==> src/rtl/mole_scheduler_if.sv <==
// mole_scheduler_if: game control, random source, buttons and display outputs of the mole scheduler
interface mole_scheduler_if;
  logic       start;
  logic [9:0] rnd;
  logic [7:0] btn;
  logic [7:0] mole;
  logic [7:0] score;
  logic [7:0] misses;
  logic [7:0] round_cnt;
  logic       busy;
  logic       done;
  modport master (output start, rnd, btn, input mole, score, misses, round_cnt, busy, done);
  modport slave (input start, rnd, btn, output mole, score, misses, round_cnt, busy, done);
endinterface

==> src/rtl/mole_scheduler.sv <==
// mole_scheduler: whack-a-mole round controller (WAM_PENALTY_EN: wrong presses count as misses)
module mole_scheduler #(
  parameter int TICK_DIV = 50000,
  parameter int UP_TICKS = 16,
  parameter int GAP_TICKS = 4,
  parameter int ROUNDS = 32,
  parameter int REROLL_MAX = 4
) (
  input logic clk,
  input logic reset,
  mole_scheduler_if.slave bus
);
  typedef enum logic [2:0] {IDLE, PICK, UP, GAP, DONE} state_t;
  localparam int PW = (TICK_DIV > 1) ? $clog2(TICK_DIV) : 1;
  localparam int TM = (UP_TICKS > GAP_TICKS) ? UP_TICKS : GAP_TICKS;
  localparam int TW = (TM > 1) ? $clog2(TM) : 1;
  localparam logic [PW-1:0] PRE_MAX = PW'(TICK_DIV - 1);
  localparam logic [TW-1:0] UP_MAX = TW'(UP_TICKS - 1);
  localparam logic [TW-1:0] GAP_MAX = TW'(GAP_TICKS - 1);
  localparam logic [7:0] ROUND_N = 8'(ROUNDS);
  localparam logic [7:0] REROLL_N = 8'(REROLL_MAX);
  localparam logic [3:0] WAIT_N = 4'd9;
  state_t state;
  logic [PW-1:0] pre;
  logic [TW-1:0] tk;
  logic [7:0] reroll;
  logic [3:0] wait_cnt;
  logic [2:0] last_idx;
  logic tick, accept, hit, wrong;
  logic [2:0] pick_idx;
  logic [7:0] rc_next;
  function automatic logic [7:0] inc_sat(input logic [7:0] v);
    return v + {7'd0, ~&v};
  endfunction
  // Tick detection, mole choice (forced neighbour after too many rerolls) and press classification
  always_comb begin
    tick = pre == PRE_MAX;
    accept = reroll == REROLL_N || bus.rnd[2:0] != last_idx || bus.round_cnt == 8'd0;
    pick_idx = reroll == REROLL_N ? last_idx + 3'd1 : bus.rnd[2:0];
    hit = |(bus.btn & bus.mole);
`ifdef WAM_PENALTY_EN
    wrong = |(bus.btn & ~bus.mole);
`else
    wrong = 1'b0;
`endif
    rc_next = inc_sat(bus.round_cnt);
  end
  // Game FSM with registered outputs; prescaler and tick counter restart on every UP/GAP entry
  always_ff @(posedge clk or posedge reset)
    if (reset) begin
      state <= IDLE;
      pre <= '0;
      tk <= '0;
      reroll <= 8'd0;
      wait_cnt <= 4'd0;
      last_idx <= 3'd0;
      bus.mole <= 8'd0;
      bus.score <= 8'd0;
      bus.misses <= 8'd0;
      bus.round_cnt <= 8'd0;
      bus.busy <= 1'b0;
      bus.done <= 1'b0;
    end else begin
      bus.done <= 1'b0;
      case (state)
        IDLE: if (bus.start) begin
          state <= PICK;
          bus.busy <= 1'b1;
          bus.score <= 8'd0;
          bus.misses <= 8'd0;
          bus.round_cnt <= 8'd0;
          reroll <= 8'd0;
          wait_cnt <= 4'd0;
        end
        PICK: if (wait_cnt != 4'd0) wait_cnt <= wait_cnt - 4'd1;
        else if (accept) begin
          state <= UP;
          last_idx <= pick_idx;
          bus.mole <= 8'd1 << pick_idx;
          reroll <= 8'd0;
          pre <= '0;
          tk <= '0;
        end else begin
          reroll <= reroll + 8'd1;
          wait_cnt <= WAIT_N;
        end
        UP: if (hit || wrong || (tick && tk == UP_MAX)) begin
          state <= GAP;
          bus.mole <= 8'd0;
          pre <= '0;
          tk <= '0;
          if (hit) bus.score <= inc_sat(bus.score);
          else bus.misses <= inc_sat(bus.misses);
        end else begin
          pre <= tick ? '0 : pre + 1'b1;
          tk <= tick ? tk + 1'b1 : tk;
        end
        GAP: if (tick && tk == GAP_MAX) begin
          bus.round_cnt <= rc_next;
          state <= rc_next == ROUND_N ? DONE : PICK;
          bus.done <= rc_next == ROUND_N;
        end else begin
          pre <= tick ? '0 : pre + 1'b1;
          tk <= tick ? tk + 1'b1 : tk;
        end
        DONE: begin
          state <= IDLE;
          bus.busy <= 1'b0;
        end
        default: state <= IDLE;
      endcase
    end
endmodule

==> src/flat_wrapper.sv <==
// flat-port wrapper written by rule: the top's interface ports become plain ports
module mole_scheduler_flat 
#(
  parameter int TICK_DIV = 50000,
  parameter int UP_TICKS = 16,
  parameter int GAP_TICKS = 4,
  parameter int ROUNDS = 32,
  parameter int REROLL_MAX = 4
)
  (clk, reset, bus_start, bus_rnd, bus_btn, bus_mole, bus_score, bus_misses, bus_round_cnt, bus_busy, bus_done);
  mole_scheduler_if bus_i ();
  input logic clk;
  input logic reset;
  input wire logic [$bits(bus_i.start)-1:0] bus_start;
  input wire logic [$bits(bus_i.rnd)-1:0] bus_rnd;
  input wire logic [$bits(bus_i.btn)-1:0] bus_btn;
  output wire logic [$bits(bus_i.mole)-1:0] bus_mole;
  output wire logic [$bits(bus_i.score)-1:0] bus_score;
  output wire logic [$bits(bus_i.misses)-1:0] bus_misses;
  output wire logic [$bits(bus_i.round_cnt)-1:0] bus_round_cnt;
  output wire logic [$bits(bus_i.busy)-1:0] bus_busy;
  output wire logic [$bits(bus_i.done)-1:0] bus_done;
  assign bus_i.start = bus_start;
  assign bus_i.rnd = bus_rnd;
  assign bus_i.btn = bus_btn;
  assign bus_mole = bus_i.mole;
  assign bus_score = bus_i.score;
  assign bus_misses = bus_i.misses;
  assign bus_round_cnt = bus_i.round_cnt;
  assign bus_busy = bus_i.busy;
  assign bus_done = bus_i.done;
  mole_scheduler #(.TICK_DIV(TICK_DIV), .UP_TICKS(UP_TICKS), .GAP_TICKS(GAP_TICKS), .ROUNDS(ROUNDS), .REROLL_MAX(REROLL_MAX)) u_core (.clk(clk), .reset(reset), .bus(bus_i));
endmodule
==> config.mk <==
export PLATFORM = sky130hd
export DESIGN_NAME = mole_scheduler_flat
export DESIGN_NICKNAME = d
export VERILOG_FILES = /design/src/rtl/mole_scheduler_if.sv /design/src/rtl/mole_scheduler.sv /design/src/flat_wrapper.sv
export SDC_FILE = /design/constraint.sdc
export NUM_CORES = 1
export LEC_CHECK = 0
export CORE_MARGIN = 8
export CORE_UTILIZATION = 60
export CTS_BUF_LIST = sky130_fd_sc_hd__clkbuf_4
export DETAILED_ROUTE_END_ITERATION = 6
export PLACE_DENSITY_LB_ADDON = 0.3
export RECOVER_POWER = 25
export SKIP_CTS_REPAIR_TIMING = 1
export SLEW_MARGIN = 25
export SYNTH_ARGS = -nofsm -noshare
export SYNTH_HDL_FRONTEND = slang
export SYNTH_SLANG_ARGS = --single-unit
export TNS_END_PERCENT = 50
==> constraint.sdc <==
create_clock -name clk -period 4.9 [get_ports clk]
set_input_delay 0.49 -clock clk [delete_from_list [all_inputs] [get_ports clk]]
set_output_delay 0.49 -clock clk [all_outputs]
set_load 0.05 [all_outputs]
==> impl_results.md, run 1 <==
* Status: finished, final reports clean
* IO Pins at 55
* Static Leak at 2.02 nW
* Top cells by area, synth: dfrtp_1 (44%), o21ai_0 (6.6%), ha_1 (4.0%)
* Chip width at 98.7 um
* Vias/cell at 6.23
* Final Critical Period at 2.81 ns
* Mapped Area at 0.00410 mm^2
* Share of cells above drive strength 1 at 0.0518
* Post-Syn Instances at 455
* Worst r2r src: u_core.reroll[0]
* CP startpoint kind: flop
* Core Rows at 30
* Worst-Skew Late Latency at 0.42 ns
* First-pass GRT wire length at 15.8 mm
* CTS H-tree lvls at 3
* Asr flop ratio synth at 1.00
* CP startpoint: u_core.reroll[0]
* Worst vdd ir at 296 uV
* NumNets Final at 532
* Placed Cells at 567
* WP data arrival at 3.11 ns
* Setup TNS at 0 ns
* Non-Filler Instances at 582
* DRC Markers at 0
* Final ANT Viol Nets at 0
* Seq/Total Area, Yosys at 0.439
* Synth top area share at 0.439
* Final hold slack at 0.520 ns
* Slew Viols, Final at 0
* Core Footprint at 0.00672 mm^2
* Ant. Diodes at 0
* R2R depth at 8
* Largest net degree at the start of global routing at 44
* Yosys top cell by area: dfrtp_1
* CP Data Required Time at 5.20 ns
* Fillers at 518
* Detailed Routing Iterations Pass 1 at 4
* WS Path Type: reg2reg
* RSZ-0062 raised after global routing: false
* All-Layer GR Usage at 0.196
* Syn Nets at 489
* Port bufs at 47
* EDFF count, synth at 0
* Initial Util at 0.610
* Max Cap Violations at 0
* Final setup viols at 0
* Total Wirelength at 9.10 mm
* Pwr/cell area at 440 mW/mm^2
* DIE AREA at 0.00973 mm^2
* Max-slew headroom at 0.256
* Gpl congestion at 0.868
* Tot Pwr at 2.07 mW
* Drt wl/cell at 15.6 um
* GRT overflow at 0
* Yosys reg bits at 72
* Yosys warning count at 0
* Worst hold stages at 2
* Setup crit end kind: flop
* Root Buffer: clkbuf_4
* CTS buffer count at 9
* Vias in the first global route at 3,477
* Vias at 3,624
* Main synth FF type: dfrtp_1
* Fin Clk Skew at 0.0124 ns
* Worst Tran Pin Value at 1.11 ns
* Min-delay worst type: reg2reg
* Syn Area/Cell at 9.01 um^2
* Clk buf depth at 2
* Drt first-iter violations at 238
* Reg clk slew, reported paths at 0.11 ns
* Origin of the worst min-delay path: u_core.wait_cnt[1]
* TritonCTS clock tree: done
* Commonest non-fill, non-tap cell in the layout: dfrtp_1
* CTS sink count at 72
* Layout area overhead at 14.9%
* Synth cell types at 53
* Final worst-path cycle share at 0.574
* Critical Path Fanout Max at 12
* Dpl hpwl at 6.77 mm
* Initial antenna violation count at 0
* Highest Clock Rate at 355 MHz
* Fin. Hold Viols at 0
* Commonest cells after routing, fill and taps aside: dfrtp_1 (72), o21ai_0 (54), clkdlybuf4s50_1 (46)
* Die H at 98.7 um
layout make-up:
class | instances | area (um^2) | share of cell area
clock buffer | 13 | 97.6 | 0.0207
clock inverter | 2 | 7.51 | 0.00159
multi-input combinational | 348 | 2150 | 0.456
sequential | 72 | 1800 | 0.382
timing repair buffer | 50 | 493 | 0.105
tap | 80 | 100 | 0.0212
inverter | 17 | 63.8 | 0.0135
logic make-up after synthesis:
| group | after synthesis | share of synthesized area |
|---|---|---|
| xor gates and xnor gates | 21 | 0.0449 |
| DFF | 72 | 0.439 |
| and+or+nand+nor | 188 | 0.242 |
| buffers and inverters | 35 | 0.0366 |
| adders and majority gates | 13 | 0.0397 |
| AOI/OAI and AO/OA | 120 | 0.182 |
| muxes | 6 | 0.0156 |
stage by stage:
stage	utilization	setup WS [ns]	area [um^2]
3_3_place_gp	0.686	1.76	4610
2_1_floorplan	-	2.11	4100
5_1_grt	0.701	1.84	4710
6_report	0.701	2.09	4710
3_5_place_dp	0.686	1.72	4610
4_1_cts	0.701	2.10	4710
Yosys cell counts, drive strengths merged, types with 6 or more instances:
library cell  instances
nor2                 43
dfrtp                72
and3                  8
a21oi                13
nand4                11
ha                   13
and4                  6
nand2                41
o31ai                17
buf                   8
nand3                26
nor3                 10
a22o                  7
or4                   6
and2                  6
clkbuf               10
inv                  17
xor2                 17
o21ai                55
nand2b                8
per-layer routing:
layer	share of wire	vias up	global-route usage
met2	0.50	76	0.340
met1	0.44	1769	0.230
li1	-	1762	-
met4	0.021	0	0.0945
met3	0.035	17	0.0345
met5	0	-	0
report_power, final:
group          leakage, nW  total [mW]  internal, mW  switching (mW)
Clock               0.0629       0.312         0.122           0.191
Sequential           0.953       0.909         0.729           0.180
Combinational        0.999       0.853         0.325           0.527
registers in the layout, summed over array words and instances (netlist names), 4 cells and up:
name and flops:
u_core.bus.mole 8, u_core.bus.round_cnt 8, u_core.tk 4, u_core.reroll 8, u_core.bus.misses 8, u_core.wait_cnt 4, u_core.bus.score 8, u_core.pre 16
worst max-delay path, cell delays in order (launching register included):
cell,delay (ns)
dfrtp_1,0.43
inv_1,0.07
ha_1,0.13
nor4b_1,0.22
nand3_1,0.43
a31oi_1,0.31
o22ai_1,0.29
or2_1,0.43
o41ai_1,0.38
final timing paths:
| check | slack (ns) | end |
|---|---|---|
| min in group asynchronous | 0.79 | u_core.reroll[5] |
| max in group asynchronous | 2.96 | u_core.bus.mole[5] |
| min reg2reg | 0.52 | u_core.wait_cnt[1] |
| max reg2reg | 2.09 | u_core.bus.mole[4] |
| max | 2.09 | u_core.bus.mole[4] |
| min | 0.52 | u_core.wait_cnt[1] |
Power figures use the tool's default switching activity.
==> run 2, diff against run 1 <==
--- a/config.mk
+++ b/config.mk
@@ -6,7 +6,7 @@
 export NUM_CORES = 1
 export LEC_CHECK = 0
 export CORE_MARGIN = 8
-export CORE_UTILIZATION = 60
+export CORE_UTILIZATION = 57
 export CTS_BUF_LIST = sky130_fd_sc_hd__clkbuf_4
 export DETAILED_ROUTE_END_ITERATION = 6
 export PLACE_DENSITY_LB_ADDON = 0.3
==> constraint.sdc (replaced) <==
create_clock -name clk -period 2.65 [get_ports clk]
set_input_delay 0.265 -clock clk [delete_from_list [all_inputs] [get_ports clk]]
set_output_delay 0.265 -clock clk [all_outputs]
set_load 0.05 [all_outputs]
==> run 2 against run 1 <==
Hold slack lost 0.11 ns. Non-clock buffer count up 21. First-iteration DRC count shrank 25%. Global-route usage shrank 0.43 points. Largest cell class unchanged. Utilization down 0.097 points. Critical endpoint is now u_core.state[0]. Via count rose by 3.1%. Combinational power up 110%. Largest power group is now combinational cells. Sequential cell count stayed put. Clock skew increased by 0.0042 ns.
==> impl_results.md, run 2 (synthesized netlist as in run 1, its figures left out) <==
* CTS H-tree lvls at 3
* Slew Viols, Final at 0
* Setup TNS at 0 ns
* Ant. Diodes at 0
* Root Buffer: clkbuf_4
* Max Cap Violations at 0
* Vias/cell at 6.00
* Commonest cells after routing, fill and taps aside: dfrtp_1 (67), o21ai_0 (54), clkdlybuf4s50_1 (46)
* Status: finished, final reports clean
* Critical path's slowest cell: or4_1
* Highest Clock Rate at 396 MHz
* DIE AREA at 0.0102 mm^2
* RSZ-0062 raised after global routing: false
* Final worst-path cycle share at 0.953
* Die H at 101 um
* Non-Filler Instances at 623
* Dpl hpwl at 6.92 mm
* Initial Util at 0.578
* Switching share of power at 0.415
* Drt wl/cell at 15.2 um
* CP startpoint kind: flop
* Fillers at 566
* Vias at 3,738
* Internal power at 2.43 mW
* Vias in the first global route at 3,479
* Worst Tran Pin Value at 0.905 ns
* All-Layer GR Usage at 0.192
* GRT overflow at 0
* Design Area, Final at 0.00497 mm^2
* Largest net degree at the start of global routing at 38
* RR Endpoint: u_core.state[0]
* Clock power frac at 0.190
* Slack of the worst reg-to-reg path at 0.12 ns
* Final ANT Viol Nets at 0
* Flop pwr share at 0.384
* Pwr/cell area at 835 mW/mm^2
* Static Leak at 2.12 nW
* Max reg flops at 16
* Drt first-iter violations at 178
* Worst r2r src: u_core.bus.round_cnt[2]
* CP Data Required Time at 2.93 ns
* Placed Cells at 605
* R2R depth at 9
* Layout area overhead at 21.2%
* Commonest non-fill, non-tap cell in the layout: dfrtp_1
* Share of cells above drive strength 1 at 0.111
* Gate power share at 0.426
* WS Path Type: reg2reg
* Tot Pwr at 4.15 mW
* Worst vdd ir at 775 uV
* Final Critical Period at 2.53 ns
* Initial antenna violation count at 0
* IO Pins at 55
* Worst-Skew Late Latency at 0.42 ns
* Reg clk slew, reported paths at 0.13 ns
* Total Wirelength at 9.46 mm
* Clk buf depth at 2
* CP Cell Sequence: nand2_1 -> or3_1 -> ha_1 -> ha_2 -> or4_1 -> o21ai_0 -> nand4_1 -> o31ai_1 -> a2111oi_0
* Core Rows at 31
* Fin. Hold Viols at 0
* CTS sink count at 72
* Min-delay worst type: in2async
* Crit-path max cell delay at 0.40 ns
* Gpl congestion at 0.900
* First-pass GRT wire length at 15.9 mm
* DRC Markers at 0
* Port bufs at 47
* Chip width at 101 um
* Critical Path Fanout Max at 4
* Setup crit end kind: flop
* Area after DPL at 0.00479 mm^2
* Fin Clk Skew at 0.0166 ns
* Most flops, register: u_core.pre
* Detailed Routing Iterations Pass 1 at 5
* WP data arrival at 2.81 ns
* Core Footprint at 0.00710 mm^2
* Final setup viols at 0
* CTS buffer count at 9
* Max-slew headroom at 0.397
* TritonCTS clock tree: done
* NumNets Final at 553
* P_sw at 1.72 mW
## run 2: cell types whose count changed in the layout (fill, tap and decap cells not counted), sizes merged
cell / previous run / this run
clkinvlp: 0 / 3
buf: 3 / 23
clkbuf: 13 / 10
bufinv: 0 / 2
## run 2: final cells by class
type	count	area (um^2)	area share
Tap cell	99	124	0.0249
Clock buffer	9	67.6	0.0136
Inverter	17	63.8	0.0128
Sequential cell	72	1810	0.364
Clock inverter	7	96.3	0.0194
Multi-Input combinational cell	348	2160	0.435
Timing Repair Buffer	71	648	0.130
## run 2: worst max path at each step
stage	cells past startpoint	endpoint	from	slack [ns]
after floorplan	9	u_core.state[0]	u_core.bus.round_cnt[4]	0.03
after global placement	7	u_core.bus.misses[5]	bus_btn[4]	0.18
after detailed placement	9	u_core.state[0]	u_core.bus.round_cnt[0]	0.08
after CTS	9	u_core.state[0]	u_core.bus.round_cnt[0]	0.04
after global routing	9	u_core.state[0]	u_core.bus.round_cnt[0]	0.004
final	9	u_core.state[0]	u_core.bus.round_cnt[2]	0.12
## run 2: routing by layer
| metal | wire length [um] | track usage |
|---|---|---|
| met3 | 432 | 0.0269 |
| met4 | 163 | 0.0721 |
| met2 | 4610 | 0.316 |
| met5 | 0 | 0 |
| met1 | 4250 | 0.249 |
## run 2: power groups by stage
stage | clock network (mW) | logic [mW] | registers (mW)
2_1_floorplan | 0 | 0.684 | 2.09
3_3_place_gp | 0 | 1.71 | 1.60
3_5_place_dp | 0 | 1.76 | 1.61
4_1_cts | 0.807 | 1.76 | 1.59
5_1_grt | 0.844 | 1.93 | 1.63
6_report | 0.789 | 1.77 | 1.59
## run 2: worst max-delay path: cells and delay by family (launching register included)
kind / cells / cell delay (ns)
adder cells (fa/ha/maj): 2 / 0.43
AO/OA/AOI/OAI: 3 / 0.53
flip-flops: 1 / 0.39
AND/OR/NAND/NOR: 4 / 1.05
## run 2: stage by stage
step,hold slack (ns),utilization,worst slack (ns)
after floorplan,0.443,-,0.0305
after global placement,0.493,0.675,0.176
after detailed placement,0.498,0.675,0.0760
after CTS,0.173,0.698,0.0408
after global routing,0.510,0.700,0.00409
final,0.411,0.700,0.123
==> run 3, diff against run 2 <==
--- a/config.mk
+++ b/config.mk
@@ -16,4 +16,4 @@
 export SYNTH_ARGS = -nofsm -noshare
 export SYNTH_HDL_FRONTEND = slang
 export SYNTH_SLANG_ARGS = --single-unit
-export TNS_END_PERCENT = 50
+export TNS_END_PERCENT = 100
==> results of run 3 <==
Same layout as run 2: the final DEF is identical, and so are final timing and power.
